==> src/rtl/dispatch_queue_pkg.sv <==
// dispatch_queue_pkg
// Shared types for the dispatch queue: instruction classes, queue entry layout,
// per-slot classification flags, a minimal core configuration record and the
// class-priority encode used when an encoding matches more than one class.
package dispatch_queue_pkg;

    typedef enum logic [2:0] {
        CLS_IEU,
        CLS_MDU,
        CLS_CRYPTO,
        CLS_FPU,
        CLS_MEM,
        CLS_PRIV
    } instr_class_t;

    typedef struct packed {
        logic [31:0]  instr;
        instr_class_t cls;
    } dq_entry_t;

    // Raw decoder output; several flags may be set for one encoding.
    typedef struct packed {
        logic mem;
        logic fpu;
        logic crypto;
        logic mdu;
        logic priv;
        logic ieu;
    } cls_flags_t;

    // Core configuration: extension enables that affect classification.
    typedef struct packed {
        logic m_en;
        logic f_en;
        logic zk_en;
    } cvw_t;

    localparam cvw_t CvwDefault = '{m_en: 1'b1, f_en: 1'b1, zk_en: 1'b1};

    // Priority Mem > FPU > Crypto > MDU > Priv > IEU; no match means illegal,
    // which goes to Priv so the trap path sees it.
    function automatic instr_class_t class_from_flags(cls_flags_t f);
        if (f.mem)         return CLS_MEM;
        else if (f.fpu)    return CLS_FPU;
        else if (f.crypto) return CLS_CRYPTO;
        else if (f.mdu)    return CLS_MDU;
        else if (f.priv)   return CLS_PRIV;
        else if (f.ieu)    return CLS_IEU;
        else               return CLS_PRIV;
    endfunction

    // Width of an issue-slot index; kept at least 1 bit for ISSUE_WIDTH=1.
    function automatic int unsigned order_w(int unsigned iw);
        return (iw > 1) ? $clog2(iw) : 1;
    endfunction

endpackage

==> src/rtl/dispatch_queue_if.sv <==
// dispatch_queue_if
// Bundles the decode-side enqueue port, the flush request and the per-unit
// valid/ready issue ports of the dispatch queue.
//   slave  : the queue (consumes instructions/Ready, drives Valid/Instr/Order)
//   master : decode + execution units
interface dispatch_queue_if
    import dispatch_queue_pkg::*;
#(
    parameter int unsigned DEPTH       = 8,
    parameter int unsigned FETCH_WIDTH = 2,
    parameter int unsigned ISSUE_WIDTH = 2,
    parameter int unsigned NUM_IEU     = 2
);
    localparam int unsigned OrderW = order_w(ISSUE_WIDTH);
    localparam int unsigned CountW = $clog2(DEPTH + 1);

    logic                        flush;
    logic [FETCH_WIDTH-1:0]      instr_valid_d;
    logic [32*FETCH_WIDTH-1:0]   instr_d;
    logic                        enq_ready;
    logic [CountW-1:0]           count;

    logic [NUM_IEU-1:0]          ieu_ready;
    logic [NUM_IEU-1:0]          ieu_valid;
    logic [32*NUM_IEU-1:0]       ieu_instr;
    logic [OrderW*NUM_IEU-1:0]   ieu_order;

    logic mdu_ready, mdu_valid;
    logic cry_ready, cry_valid;
    logic fpu_ready, fpu_valid;
    logic mem_ready, mem_valid;
    logic priv_ready, priv_valid;
    logic [31:0] mdu_instr, cry_instr, fpu_instr, mem_instr, priv_instr;
    logic [OrderW-1:0] mdu_order, cry_order, fpu_order, mem_order, priv_order;

    modport slave (
        input  flush, instr_valid_d, instr_d,
        input  ieu_ready, mdu_ready, cry_ready, fpu_ready, mem_ready, priv_ready,
        output enq_ready, count,
        output ieu_valid, ieu_instr, ieu_order,
        output mdu_valid, mdu_instr, mdu_order,
        output cry_valid, cry_instr, cry_order,
        output fpu_valid, fpu_instr, fpu_order,
        output mem_valid, mem_instr, mem_order,
        output priv_valid, priv_instr, priv_order
    );

    modport master (
        output flush, instr_valid_d, instr_d,
        output ieu_ready, mdu_ready, cry_ready, fpu_ready, mem_ready, priv_ready,
        input  enq_ready, count,
        input  ieu_valid, ieu_instr, ieu_order,
        input  mdu_valid, mdu_instr, mdu_order,
        input  cry_valid, cry_instr, cry_order,
        input  fpu_valid, fpu_instr, fpu_order,
        input  mem_valid, mem_instr, mem_order,
        input  priv_valid, priv_instr, priv_order
    );

endinterface

==> src/rtl/dispatch_queue_type_decoder.sv <==
// dispatch_queue_type_decoder (typeDecoder)
// Purely combinational RV32 opcode classifier for one enqueue slot.
//   i_instr : 32-bit instruction
//   o_flags : one flag per class the encoding matches (may overlap, may be empty)
module dispatch_queue_type_decoder
    import dispatch_queue_pkg::*;
#(
    parameter cvw_t P = CvwDefault
) (
    input  logic [31:0] i_instr,
    output cls_flags_t  o_flags
);
    logic [6:0] w_op;
    logic [2:0] w_f3;
    logic [6:0] w_f7;
    logic       w_is_op;
    logic       w_is_imm;
    logic       w_unused_bits;

    assign w_op     = i_instr[6:0];
    assign w_f3     = i_instr[14:12];
    assign w_f7     = i_instr[31:25];
    assign w_is_op  = (w_op == 7'b0110011);
    assign w_is_imm = (w_op == 7'b0010011);
    // Register specifiers never affect the class.
    assign w_unused_bits = ^{i_instr[11:7], i_instr[19:15], i_instr[21:20]};

    always_comb begin
        o_flags = '0;

        o_flags.mem = ((w_op == 7'b0000011) && (w_f3 inside {3'b000, 3'b001, 3'b010,
                                                               3'b100, 3'b101}))
                   || ((w_op == 7'b0100011) && (w_f3 inside {3'b000, 3'b001, 3'b010}))
                   || ((w_op == 7'b0101111) && (w_f3 == 3'b010))
                   || (P.f_en && (w_op inside {7'b0000111, 7'b0100111}) && (w_f3 == 3'b010));

        o_flags.fpu = P.f_en && (w_op inside {7'b1010011, 7'b1000011, 7'b1000111,
                                              7'b1001011, 7'b1001111});

        // aes32{e,d}s{,m}i and sha256{sum,sig}{0,1}
        o_flags.crypto = P.zk_en
            && ((w_is_op && (w_f3 == 3'b000)
                 && (i_instr[29:25] inside {5'b10001, 5'b10011, 5'b10101, 5'b10111}))
             || (w_is_imm && (w_f3 == 3'b001) && (i_instr[31:22] == 10'b0001000000)));

        o_flags.mdu = P.m_en && w_is_op && (w_f7 == 7'b0000001);

        o_flags.priv = (w_op == 7'b1110011) || (w_op == 7'b0001111);

        o_flags.ieu = (w_is_op && ((w_f7 == 7'b0000000)
                                   || ((w_f7 == 7'b0100000) && (w_f3 inside {3'b000, 3'b101}))))
                   || (w_is_imm && ((w_f3 == 3'b001) ? (w_f7 == 7'b0000000) :
                                    (w_f3 == 3'b101) ? (w_f7 inside {7'b0000000, 7'b0100000}) :
                                    1'b1))
                   || (w_op == 7'b0110111) || (w_op == 7'b0010111) || (w_op == 7'b1101111)
                   || ((w_op == 7'b1100111) && (w_f3 == 3'b000))
                   || ((w_op == 7'b1100011) && !(w_f3 inside {3'b010, 3'b011}));
    end

endmodule

==> src/rtl/dispatch_queue.sv <==
// dispatch_queue
// In-order DEPTH-entry issue buffer. Classifies up to FETCH_WIDTH instructions
// per cycle at enqueue and issues up to ISSUE_WIDTH oldest entries per cycle to
// the IEU lanes and the MDU/Crypto/FPU/Mem/Priv ports.
//   i_clk   : clock, all state on the rising edge
//   i_rst_n : asynchronous active-low reset
//   bus     : enqueue port, flush, per-unit valid/ready/instr/order (slave side)
module dispatch_queue
    import dispatch_queue_pkg::*;
#(
    parameter cvw_t        P           = CvwDefault,
    parameter int unsigned DEPTH       = 8,
    parameter int unsigned FETCH_WIDTH = 2,
    parameter int unsigned ISSUE_WIDTH = 2,
    parameter int unsigned NUM_IEU     = 2
) (
    input  logic            i_clk,
    input  logic            i_rst_n,
    dispatch_queue_if.slave bus
);
    localparam int unsigned PtrW   = $clog2(DEPTH);
    localparam int unsigned CountW = $clog2(DEPTH + 1);
    localparam int unsigned OrderW = order_w(ISSUE_WIDTH);
    localparam int unsigned Lane1  = (NUM_IEU > 1) ? 1 : 0;

    dq_entry_t         r_mem [DEPTH];
    logic [PtrW-1:0]   r_head, r_tail;
    logic [CountW-1:0] r_count;

    cls_flags_t        w_flags [FETCH_WIDTH];
    dq_entry_t         w_new   [FETCH_WIDTH];
    logic              w_enq_ok;
    logic [CountW-1:0] w_enq_n, w_issue_n;

    // Enqueue side: classification per slot.
    for (genvar k = 0; k < FETCH_WIDTH; k++) begin : g_dec
        dispatch_queue_type_decoder #(.P(P)) u_type_decoder (
            .i_instr (bus.instr_d[32*k +: 32]),
            .o_flags (w_flags[k])
        );
        assign w_new[k].instr = bus.instr_d[32*k +: 32];
        assign w_new[k].cls   = class_from_flags(w_flags[k]);
    end

    // Admission depends on registered Count only, never on same-cycle issue.
    assign bus.enq_ready = (r_count <= CountW'(DEPTH - FETCH_WIDTH));
    assign bus.count     = r_count;
    assign w_enq_ok      = bus.enq_ready && !bus.flush;

    always_comb begin
        w_enq_n = '0;
        for (int k = 0; k < FETCH_WIDTH; k++) begin
            if (w_enq_ok && bus.instr_valid_d[k]) w_enq_n = w_enq_n + CountW'(1);
        end
    end

    // Issue allocator: scan oldest-first, stop at the first entry that cannot go.
    logic [PtrW-1:0] w_idx;
    dq_entry_t       w_ent;
    logic            w_go, w_stop;

    always_comb begin
        w_issue_n      = '0;
        w_stop         = 1'b0;
        w_idx          = '0;
        w_ent          = '0;
        w_go           = 1'b0;
        bus.ieu_valid  = '0;
        bus.ieu_instr  = '0;
        bus.ieu_order  = '0;
        bus.mdu_valid  = 1'b0;
        bus.mdu_instr  = '0;
        bus.mdu_order  = '0;
        bus.cry_valid  = 1'b0;
        bus.cry_instr  = '0;
        bus.cry_order  = '0;
        bus.fpu_valid  = 1'b0;
        bus.fpu_instr  = '0;
        bus.fpu_order  = '0;
        bus.mem_valid  = 1'b0;
        bus.mem_instr  = '0;
        bus.mem_order  = '0;
        bus.priv_valid = 1'b0;
        bus.priv_instr = '0;
        bus.priv_order = '0;
        for (int k = 0; k < ISSUE_WIDTH; k++) begin
            w_idx = r_head + PtrW'(k);
            w_ent = r_mem[w_idx];
            w_go  = 1'b0;
            if (!bus.flush && !w_stop && (CountW'(k) < r_count)) begin
                case (w_ent.cls)
                    CLS_IEU: begin
                        // Lowest free lane first; lane 1 shares its write port with Mem.
                        for (int l = 0; l < NUM_IEU; l++) begin
                            if (!w_go && bus.ieu_ready[l] && !bus.ieu_valid[l]
                                && !((l == 1) && bus.mem_valid)) begin
                                w_go                                = 1'b1;
                                bus.ieu_valid[l]                    = 1'b1;
                                bus.ieu_instr[32*l +: 32]           = w_ent.instr;
                                bus.ieu_order[OrderW*l +: OrderW]   = OrderW'(k);
                            end
                        end
                    end
                    CLS_MDU: if (bus.mdu_ready && !bus.mdu_valid) begin
                        w_go          = 1'b1;
                        bus.mdu_valid = 1'b1;
                        bus.mdu_instr = w_ent.instr;
                        bus.mdu_order = OrderW'(k);
                    end
                    CLS_CRYPTO: if (bus.cry_ready && !bus.cry_valid) begin
                        w_go          = 1'b1;
                        bus.cry_valid = 1'b1;
                        bus.cry_instr = w_ent.instr;
                        bus.cry_order = OrderW'(k);
                    end
                    CLS_FPU: if (bus.fpu_ready && !bus.fpu_valid) begin
                        w_go          = 1'b1;
                        bus.fpu_valid = 1'b1;
                        bus.fpu_instr = w_ent.instr;
                        bus.fpu_order = OrderW'(k);
                    end
                    CLS_MEM: if (bus.mem_ready && !bus.mem_valid
                                 && !((NUM_IEU > 1) && bus.ieu_valid[Lane1])) begin
                        w_go          = 1'b1;
                        bus.mem_valid = 1'b1;
                        bus.mem_instr = w_ent.instr;
                        bus.mem_order = OrderW'(k);
                    end
                    CLS_PRIV: if ((k == 0) && bus.priv_ready) begin
                        w_go           = 1'b1;
                        bus.priv_valid = 1'b1;
                        bus.priv_instr = w_ent.instr;
                        bus.priv_order = OrderW'(k);
                    end
                    default: ;
                endcase
            end
            if (w_go) w_issue_n = w_issue_n + CountW'(1);
            // Priv is serialising: nothing follows it in the same cycle.
            if (!w_go || (w_ent.cls == CLS_PRIV)) w_stop = 1'b1;
        end
    end

    always_ff @(posedge i_clk or negedge i_rst_n) begin
        if (!i_rst_n) begin
            r_head  <= '0;
            r_tail  <= '0;
            r_count <= '0;
        end else if (bus.flush) begin
            r_head  <= '0;
            r_tail  <= '0;
            r_count <= '0;
        end else begin
            r_head  <= r_head + PtrW'(w_issue_n);
            r_tail  <= r_tail + PtrW'(w_enq_n);
            r_count <= r_count + w_enq_n - w_issue_n;
        end
    end

    // Storage needs no reset; only occupied entries are ever read.
    always_ff @(posedge i_clk) begin
        if (w_enq_ok) begin
            for (int k = 0; k < FETCH_WIDTH; k++) begin
                if (bus.instr_valid_d[k]) r_mem[r_tail + PtrW'(k)] <= w_new[k];
            end
        end
    end

endmodule

==> src/flat_wrapper.sv <==
// flat-port wrapper written by rule: the top's interface ports become plain ports
module dispatch_queue_flat import dispatch_queue_pkg::*;
#(
    parameter cvw_t        P           = CvwDefault,
    parameter int unsigned DEPTH       = 8,
    parameter int unsigned FETCH_WIDTH = 2,
    parameter int unsigned ISSUE_WIDTH = 2,
    parameter int unsigned NUM_IEU     = 2
)
  (i_clk, i_rst_n, bus_flush, bus_instr_valid_d, bus_instr_d, bus_ieu_ready, bus_mdu_ready, bus_cry_ready, bus_fpu_ready, bus_mem_ready, bus_priv_ready, bus_enq_ready, bus_count, bus_ieu_valid, bus_ieu_instr, bus_ieu_order, bus_mdu_valid, bus_mdu_instr, bus_mdu_order, bus_cry_valid, bus_cry_instr, bus_cry_order, bus_fpu_valid, bus_fpu_instr, bus_fpu_order, bus_mem_valid, bus_mem_instr, bus_mem_order, bus_priv_valid, bus_priv_instr, bus_priv_order);
  dispatch_queue_if #(.DEPTH(DEPTH), .FETCH_WIDTH(FETCH_WIDTH), .ISSUE_WIDTH(ISSUE_WIDTH), .NUM_IEU(NUM_IEU)) bus_i ();
  input  logic i_clk;
  input  logic i_rst_n;
  input wire logic [$bits(bus_i.flush)-1:0] bus_flush;
  input wire logic [$bits(bus_i.instr_valid_d)-1:0] bus_instr_valid_d;
  input wire logic [$bits(bus_i.instr_d)-1:0] bus_instr_d;
  input wire logic [$bits(bus_i.ieu_ready)-1:0] bus_ieu_ready;
  input wire logic [$bits(bus_i.mdu_ready)-1:0] bus_mdu_ready;
  input wire logic [$bits(bus_i.cry_ready)-1:0] bus_cry_ready;
  input wire logic [$bits(bus_i.fpu_ready)-1:0] bus_fpu_ready;
  input wire logic [$bits(bus_i.mem_ready)-1:0] bus_mem_ready;
  input wire logic [$bits(bus_i.priv_ready)-1:0] bus_priv_ready;
  output wire logic [$bits(bus_i.enq_ready)-1:0] bus_enq_ready;
  output wire logic [$bits(bus_i.count)-1:0] bus_count;
  output wire logic [$bits(bus_i.ieu_valid)-1:0] bus_ieu_valid;
  output wire logic [$bits(bus_i.ieu_instr)-1:0] bus_ieu_instr;
  output wire logic [$bits(bus_i.ieu_order)-1:0] bus_ieu_order;
  output wire logic [$bits(bus_i.mdu_valid)-1:0] bus_mdu_valid;
  output wire logic [$bits(bus_i.mdu_instr)-1:0] bus_mdu_instr;
  output wire logic [$bits(bus_i.mdu_order)-1:0] bus_mdu_order;
  output wire logic [$bits(bus_i.cry_valid)-1:0] bus_cry_valid;
  output wire logic [$bits(bus_i.cry_instr)-1:0] bus_cry_instr;
  output wire logic [$bits(bus_i.cry_order)-1:0] bus_cry_order;
  output wire logic [$bits(bus_i.fpu_valid)-1:0] bus_fpu_valid;
  output wire logic [$bits(bus_i.fpu_instr)-1:0] bus_fpu_instr;
  output wire logic [$bits(bus_i.fpu_order)-1:0] bus_fpu_order;
  output wire logic [$bits(bus_i.mem_valid)-1:0] bus_mem_valid;
  output wire logic [$bits(bus_i.mem_instr)-1:0] bus_mem_instr;
  output wire logic [$bits(bus_i.mem_order)-1:0] bus_mem_order;
  output wire logic [$bits(bus_i.priv_valid)-1:0] bus_priv_valid;
  output wire logic [$bits(bus_i.priv_instr)-1:0] bus_priv_instr;
  output wire logic [$bits(bus_i.priv_order)-1:0] bus_priv_order;
  assign bus_i.flush = bus_flush;
  assign bus_i.instr_valid_d = bus_instr_valid_d;
  assign bus_i.instr_d = bus_instr_d;
  assign bus_i.ieu_ready = bus_ieu_ready;
  assign bus_i.mdu_ready = bus_mdu_ready;
  assign bus_i.cry_ready = bus_cry_ready;
  assign bus_i.fpu_ready = bus_fpu_ready;
  assign bus_i.mem_ready = bus_mem_ready;
  assign bus_i.priv_ready = bus_priv_ready;
  assign bus_enq_ready = bus_i.enq_ready;
  assign bus_count = bus_i.count;
  assign bus_ieu_valid = bus_i.ieu_valid;
  assign bus_ieu_instr = bus_i.ieu_instr;
  assign bus_ieu_order = bus_i.ieu_order;
  assign bus_mdu_valid = bus_i.mdu_valid;
  assign bus_mdu_instr = bus_i.mdu_instr;
  assign bus_mdu_order = bus_i.mdu_order;
  assign bus_cry_valid = bus_i.cry_valid;
  assign bus_cry_instr = bus_i.cry_instr;
  assign bus_cry_order = bus_i.cry_order;
  assign bus_fpu_valid = bus_i.fpu_valid;
  assign bus_fpu_instr = bus_i.fpu_instr;
  assign bus_fpu_order = bus_i.fpu_order;
  assign bus_mem_valid = bus_i.mem_valid;
  assign bus_mem_instr = bus_i.mem_instr;
  assign bus_mem_order = bus_i.mem_order;
  assign bus_priv_valid = bus_i.priv_valid;
  assign bus_priv_instr = bus_i.priv_instr;
  assign bus_priv_order = bus_i.priv_order;
  dispatch_queue #(.P(P), .DEPTH(DEPTH), .FETCH_WIDTH(FETCH_WIDTH), .ISSUE_WIDTH(ISSUE_WIDTH), .NUM_IEU(NUM_IEU)) u_core (.i_clk(i_clk), .i_rst_n(i_rst_n), .bus(bus_i));
endmodule
==> config.mk <==
export PLATFORM = sky130hd
export DESIGN_NAME = dispatch_queue_flat
export DESIGN_NICKNAME = d
export VERILOG_FILES = /design/src/rtl/dispatch_queue_pkg.sv /design/src/rtl/dispatch_queue_if.sv /design/src/rtl/dispatch_queue_type_decoder.sv /design/src/rtl/dispatch_queue.sv /design/src/flat_wrapper.sv
export SDC_FILE = /design/constraint.sdc
export NUM_CORES = 1
export LEC_CHECK = 0
export CAP_MARGIN = 20
export CORE_ASPECT_RATIO = 2
export CORE_MARGIN = 2
export CORE_UTILIZATION = 30
export CTS_BUF_LIST = sky130_fd_sc_hd__clkbuf_16
export CTS_CLUSTER_DIAMETER = 120
export CTS_CLUSTER_SIZE = 16
export DETAILED_ROUTE_END_ITERATION = 7
export PLACE_DENSITY = 0.51
export SKIP_LAST_GASP = 1
export SLEW_MARGIN = 20
export SYNTH_ARGS = -nofsm -noshare
export SYNTH_HDL_FRONTEND = slang
export SYNTH_SLANG_ARGS = --single-unit
export TNS_END_PERCENT = 1
==> constraint.sdc <==
create_clock -name i_clk -period 5.45 [get_ports i_clk]
set_input_delay 1.09 -clock i_clk [delete_from_list [all_inputs] [get_ports i_clk]]
set_output_delay 1.09 -clock i_clk [all_outputs]
set_load 0.03 [all_outputs]
=== Word level (Yosys, flattened, before mapping) ===
Memory sizes are Yosys's and may differ from the RTL's.
Index checks and enable logic that the tools add are counted.

* Add/subtract/negate cells: 8
* $lt $le $gt $ge: 3
* Equal/unequal tests: 71
* Multiplexer cells: 126
* Reductions and logical operators: 104

{| class="wikitable"
|+ Operators with widths
! cell !! number
|-
| 32-bit 2-to-1 mux || 31
|-
| 64-bit 2-to-1 mux || 4
|-
| 7-bit == test, second input constant || 18
|-
| 7-bit by 6-bit == test with 1-bit output, second input constant || 12
|-
| 1-bit 2-to-1 mux || 66
|-
| 1-bit logical AND || 44
|-
| 3-bit 2-to-1 mux || 14
|-
| 5-bit == test, second input constant || 8
|-
| 7-bit by 5-bit == test with 1-bit output, second input constant || 4
|-
| 1-bit logical OR || 25
|-
| 3-bit by 2-bit == test with 1-bit output, second input constant || 8
|-
| 3-bit == test, second input constant || 7
|-
| 10-bit by 7-bit == test with 1-bit output, second input constant || 2
|-
| 5-bit nonzero test || 4
|-
| 2-bit nonzero test || 8
|-
| 7-bit by 1-bit == test with 1-bit output, second input constant || 2
|-
| 7-bit by 2-bit == test with 1-bit output, second input constant || 2
|-
| 7-bit by 3-bit == test with 1-bit output, second input constant || 2
|-
| 7-bit by 4-bit == test with 1-bit output, second input constant || 2
|-
| 7-bit logical NOT || 2
|-
| 1-bit logical NOT || 13
|-
| 3-bit by 1-bit == test with 1-bit output, second input constant || 4
|-
| 3-bit logical NOT || 4
|-
| 2-bit 2-to-1 mux || 6
|-
| other kinds (12) || 20
|}

* Bits in registers: 10
* Bits in writable memories: 280
* Input port bits: 76
* Output and inout bits: 243
* Logic and storage cells: 316
* Memories: 1

{| class="wikitable"
|+ Memory list
! memory !! depth !! bits a word !! read ports !! clocked after memory_dff !! write ports !! line !! text
|-
| u_core.r_mem || 8 || 35 || 2 || 0 || 2 || dispatch_queue.sv:26 || <nowiki>dq_entry_t r_mem [DEPTH];</nowiki>
|}

=== Logic depth before layout (Yosys ltp) ===
An unclocked memory read counts as a cell.

* Depth in word-level cells: 26
* Mapped depth: 18
* Gate-level depth less buffers: 16

=== Hierarchy ===
Synthesis repeated with hierarchy kept, for this count alone.

* Cells, all modules: 1561
* Area, all modules: 20338.3 sq um

{| class="wikitable"
|+ Modules (own cells, without submodules)
! module !! instances !! cells an instance !! area an instance (sq um) !! seq. area each (sq um)
|-
| dispatch_queue || 1 || 1481 || 19770.2 || 8658.3
|-
| dispatch_queue_type_decoder || 2 || 40 || 284.0 || 0.0
|}

=== Least setup slack after synthesis ===
Ideal clock, no wire load.

* Path kind: reg-to-reg
* Start point: reg u_core.r_count[3] (netlist: u_core.bus.count[3])
* End point: mem u_core.r_mem[0][0] in the netlist's numbering, enable pin
* Setup time: 0.480 ns
* Data arrival time: 4.499 ns
* Required time: 4.970 ns
* Path slack: 0.471 ns
* Cell stages (with the launch flop): 8
* Buffers on the path: 0
* Clock period less this slack: 4.979 ns
* Path through: dfrtp_1 > inv_1 > ha_1 > and2_1 > a21oi_1 > and3_1 > nand2b_1 > o31ai_1

{| class="wikitable"
|+ RTL lines
! element !! line !! text
|-
| start, declared || dispatch_queue.sv:28 || <nowiki>logic [CountW-1:0] r_count;</nowiki>
|-
| start signal, assigned || dispatch_queue.sv:156 || <nowiki>r_count <= r_count + w_enq_n - w_issue_n;</nowiki>
|-
| end, declared || dispatch_queue.sv:26 ||
|}

=== Final worst setup path ===
* Start point: reg u_core.r_head[0]
* End point: out bus_mdu_instr[28]

* Longest elaborated chain between the ends: 11
* Elaborated cells between the ends (all ways): 27
* Classes of those cells: add/sub (1); eq/ne (6); mux (11); reduce/logical (8); memory (1)

{| class="wikitable"
|+ Ends and longest elaborated chain
! element !! line !! text
|-
| start, declared || dispatch_queue.sv:27 || <nowiki>logic [PtrW-1:0] r_head, r_tail;</nowiki>
|-
| start signal, assigned || dispatch_queue.sv:154 || <nowiki>r_head <= r_head + PtrW'(w_issue_n);</nowiki>
|-
| memory 8 x 35 bit * || - ||
|-
| 3-bit == test, or another cell as far along || dispatch_queue.sv:91, dispatch_queue.sv:140 ||
|-
| 1-bit case mux with 6 select lines || dispatch_queue.sv:91 || <nowiki>case (w_ent.cls)</nowiki>
|-
| 1-bit 2-to-1 mux || dispatch_queue.sv:90 || <nowiki>if (!bus.flush && !w_stop && (CountW'(k) < r_count)) begin</nowiki>
|-
| 1-bit logical NOT || dispatch_queue.sv:140 || <nowiki>if (!w_go || (w_ent.cls == CLS_PRIV)) w_stop = 1'b1;</nowiki>
|-
| 1-bit logical OR || dispatch_queue.sv:140 ||
|-
| 1-bit 2-to-1 mux || dispatch_queue.sv:140 ||
|-
| 1-bit logical NOT || dispatch_queue.sv:90 ||
|-
| 1-bit logical AND (2 in series) || dispatch_queue.sv:90 ||
|-
| 32-bit 2-to-1 mux * || dispatch_queue.sv:90 ||
|-
| end, declared || flat_wrapper.sv:29 || <nowiki>output wire logic [$bits(bus_i.mdu_instr)-1:0] bus_mdu_instr;</nowiki>
|}

Every way passes the cells marked *; elsewhere a longest branch is shown, timed or not.

==> flow_metrics.tcl <==
set metrics [dict create \
    status "finished, final reports clean" \
    dieArea_sq_mm 0.07282 \
    wl_per_cell_um 31.36 \
    regArea_sq_mm 0.008665 \
    portBuffers 317 \
    p_per_area_mw_per_mm2 306.4 \
    cts_tree "built" \
    grt_pass1_vias 17920 \
    filler_cell_count 6644 \
    io_pins 319 \
    finalCritPeriodShare 0.9911 \
    synth_nets 1825 \
    ys_warn_count 0 \
    ys_seq_area_frac 0.4091 \
    finClkSkew_ns 0.02385 \
    synth_edf_count 280 \
    final_common_cell "mux2_2" \
    dp_slack_ns 0.4460 \
    multi_input_area_sq_mm 0.01189 \
    cts_buffer_depth 3 \
    path_max_fanout 37 \
    synth_seq_cells 290 \
    dp.final_hpwl_um 65550 \
    antenna_left 0 \
    clockRootBuffer "clkbuf_16" \
    htree_levels 1 \
    grt_max_degree 70 \
    drive_gt1_frac 0.4208 \
    worstSkewPairLatency_ns 0.55 \
    min_period_ns 5.401 \
    fin_nets 2092 \
    critPathKind "register to output pin" \
    max-slew-margin-rel 0.3263 \
    clk_pin_slew_worst_paths_ns 0.08 \
    final_cell_mix "mux2_2 (299), edfxtp_1 (280), nand2_1 (211), buf_4 (195), mux4_2 (138)" \
    fmax_ghz 0.1851 \
    report.final.slew_viol_count 0 \
    via_per_inst 5.920 \
    crit_required_ns 4.36 \
    gp_congestion 0.9250 \
    hp-class "register to register" \
    power_leakage_nw 8.826 \
    dr.pass1.iters 6 \
    die_height_um 379.6 \
    syn_to_final_growth_pct 29.11 \
    async_reset_ff_frac 0.03448 \
    core_area_sq_mm 0.06977 \
    track_usage 0.2459 \
    die_w_um 191.8 \
    fin_util 0.3917 \
    grt_first_pass_wirelength_um 129300 \
    synth_flop_cell "edfxtp_1" \
    rsz0062_at_grt "true" \
    placed_cells 2871 \
    cts_num_sinks 290 \
    synth_cell_types 64 \
    cts-buffers-inserted 22 \
    initial_core_util 0.3034 \
    ir_drop_v 0.0002277 \
    first_iter_violations 1164 \
    hold_ws_ns 0.7886 \
    vias 17260 \
    total_power_mw 8.373 \
    finalSetupViolCount 0 \
    gr-total-overflow 0 \
    worstPathArrival_ns 4.31 \
    fin_cells 2915 \
    critPathCaptureType "output pin" \
    fp-row-count 137 \
    antenna_found_initial 4 \
    avgSynthCellArea_sq_um 12.21 \
    startpoint_type "register" \
    syn-cell-area_sq_mm 0.02117 \
    synth_cells 1733 \
    hold_buffers 0 \
    hold_viol 0 \
    drt-total-wl_um 91430 \
    tightest_slew_ns 0.9824 \
    setup_ws_ns 0.04862 \
    drc 0 \
    cap_viol_max_count 0 \
]
## cells by family after synthesis
logic type,synth area share
AOI/OAI and AO/OA,0.09736
xor gates and xnor gates,0.004079
and+or+nand+nor,0.1059
DFF,0.4091
adders and majority gates,0.01088
muxes,0.3319
buffers and inverters,0.04061
other,0.0001772
## final cells by class
type / count / share of cell area
clock inverters: 9 / 0.001694
repair buffers: 425 / 0.1807
diodes: 4 / 0.0003663
clock buffers: 23 / 0.02106
flip-flops and latches: 290 / 0.3171
inverters: 21 / 0.002884
multi-input cells: 1240 / 0.4349
well taps: 903 / 0.04134
## final timing paths
check | start | to | slack [ns] | cells after the start
worst max register to register | u_core.r_head[0] | u_core.bus.count[3] | 0.70 | 16
max in group asynchronous | i_rst_n | u_core.r_head[0] | 4.15 | 1
min in group asynchronous | i_rst_n | u_core.r_tail[0] | 0.89 | 1
worst min register to register | u_core.r_tail[0] | u_core.r_tail[0] | 0.79 | 2
worst max-delay path | u_core.r_head[0] | bus_mdu_instr[28] | 0.05 | 8
worst min-delay path | u_core.r_tail[0] | u_core.r_tail[0] | 0.79 | 2
## where the power goes
part / switching [mW] / internal [mW] / leakage [nW]
combinational: 2.54 / 1.50 / 5.82
sequential: 0.101 / 2.66 / 2.67
clock: 0.808 / 0.761 / 0.333
## state kept, by name (all words and copies together) (netlist names)
signal	cells
u_core.r_mem	280
u_core.bus.count	4
u_core.r_head	3
u_core.r_tail	3
## per-layer routing
layer	part of all wire	vias up	wire length, um	GRT usage
li1	-	7328	-	-
met1	0.35	8824	32260	0.2709
met2	0.51	905	46180	0.4394
met3	0.090	200	8261	0.05753
met4	0.052	0	4721	0.1154
met5	0	-	0	0
## worst max-delay path, cell delays in order (launching register included)
cell	delay (ns)
dfrtp_4	0.56
ha_4	0.40
buf_12	0.32
mux2i_1	0.23
mux4_2	0.36
nand4_1	0.24
nor3_2	0.64
a32o_1	0.29
clkdlybuf4s50_1	0.68
## synthesized netlist by cell type (3+ instances only)
library cell  number  area share
ha_1              12      0.0071
o21ai_0           92       0.022
o41ai_2           20       0.015
a31o_2             5      0.0021
o41ai_1            6      0.0025
nand3_1           14      0.0033
nor4_1             5      0.0015
nand3b_1           3      0.0011
buf_4              7      0.0025
mux4_2           138        0.15
clkbuf_1         132       0.023
and3_1             7      0.0021
a21oi_1           17      0.0040
inv_1             21      0.0037
nor2_1            55      0.0098
fa_1               4      0.0038
dfrtp_1           10       0.012
mux2_2           299        0.16
mux2i_1           49       0.023
nor3_1            69       0.016
or3_1              6      0.0018
nand2b_1          10      0.0030
xnor2_1            4      0.0017
buf_1              9      0.0016
edfxtp_1         280        0.40
nor2b_1           42       0.012
nand4b_1           3      0.0012
o31ai_1           31       0.011
and2_1             7      0.0021
buf_6              3      0.0016
nor4_4             6      0.0060
a32o_1            72       0.034
buf_2             33      0.0078
nand2_1          214       0.038
nand4_1            8      0.0024
xor2_1             4      0.0017
## per-stage QoR
stage | setup TNS (ns) | area [sq um]
2_1_floorplan | 0 | 21170
3_3_place_gp | 0 | 26600
3_5_place_dp | 0 | 26610
4_1_cts | -0.1307 | 27240
5_1_grt | -0.8226 | 27320
6_report | 0 | 27330
## timing repair
action                     4_1_cts  5_1_grt
gates resized for setup          3        2
pin swaps                        1        4
setup endpoints to repair       22       70
setup buffers                    0        5
gates cloned                     0        2
(Power assumes the default switching activity.)
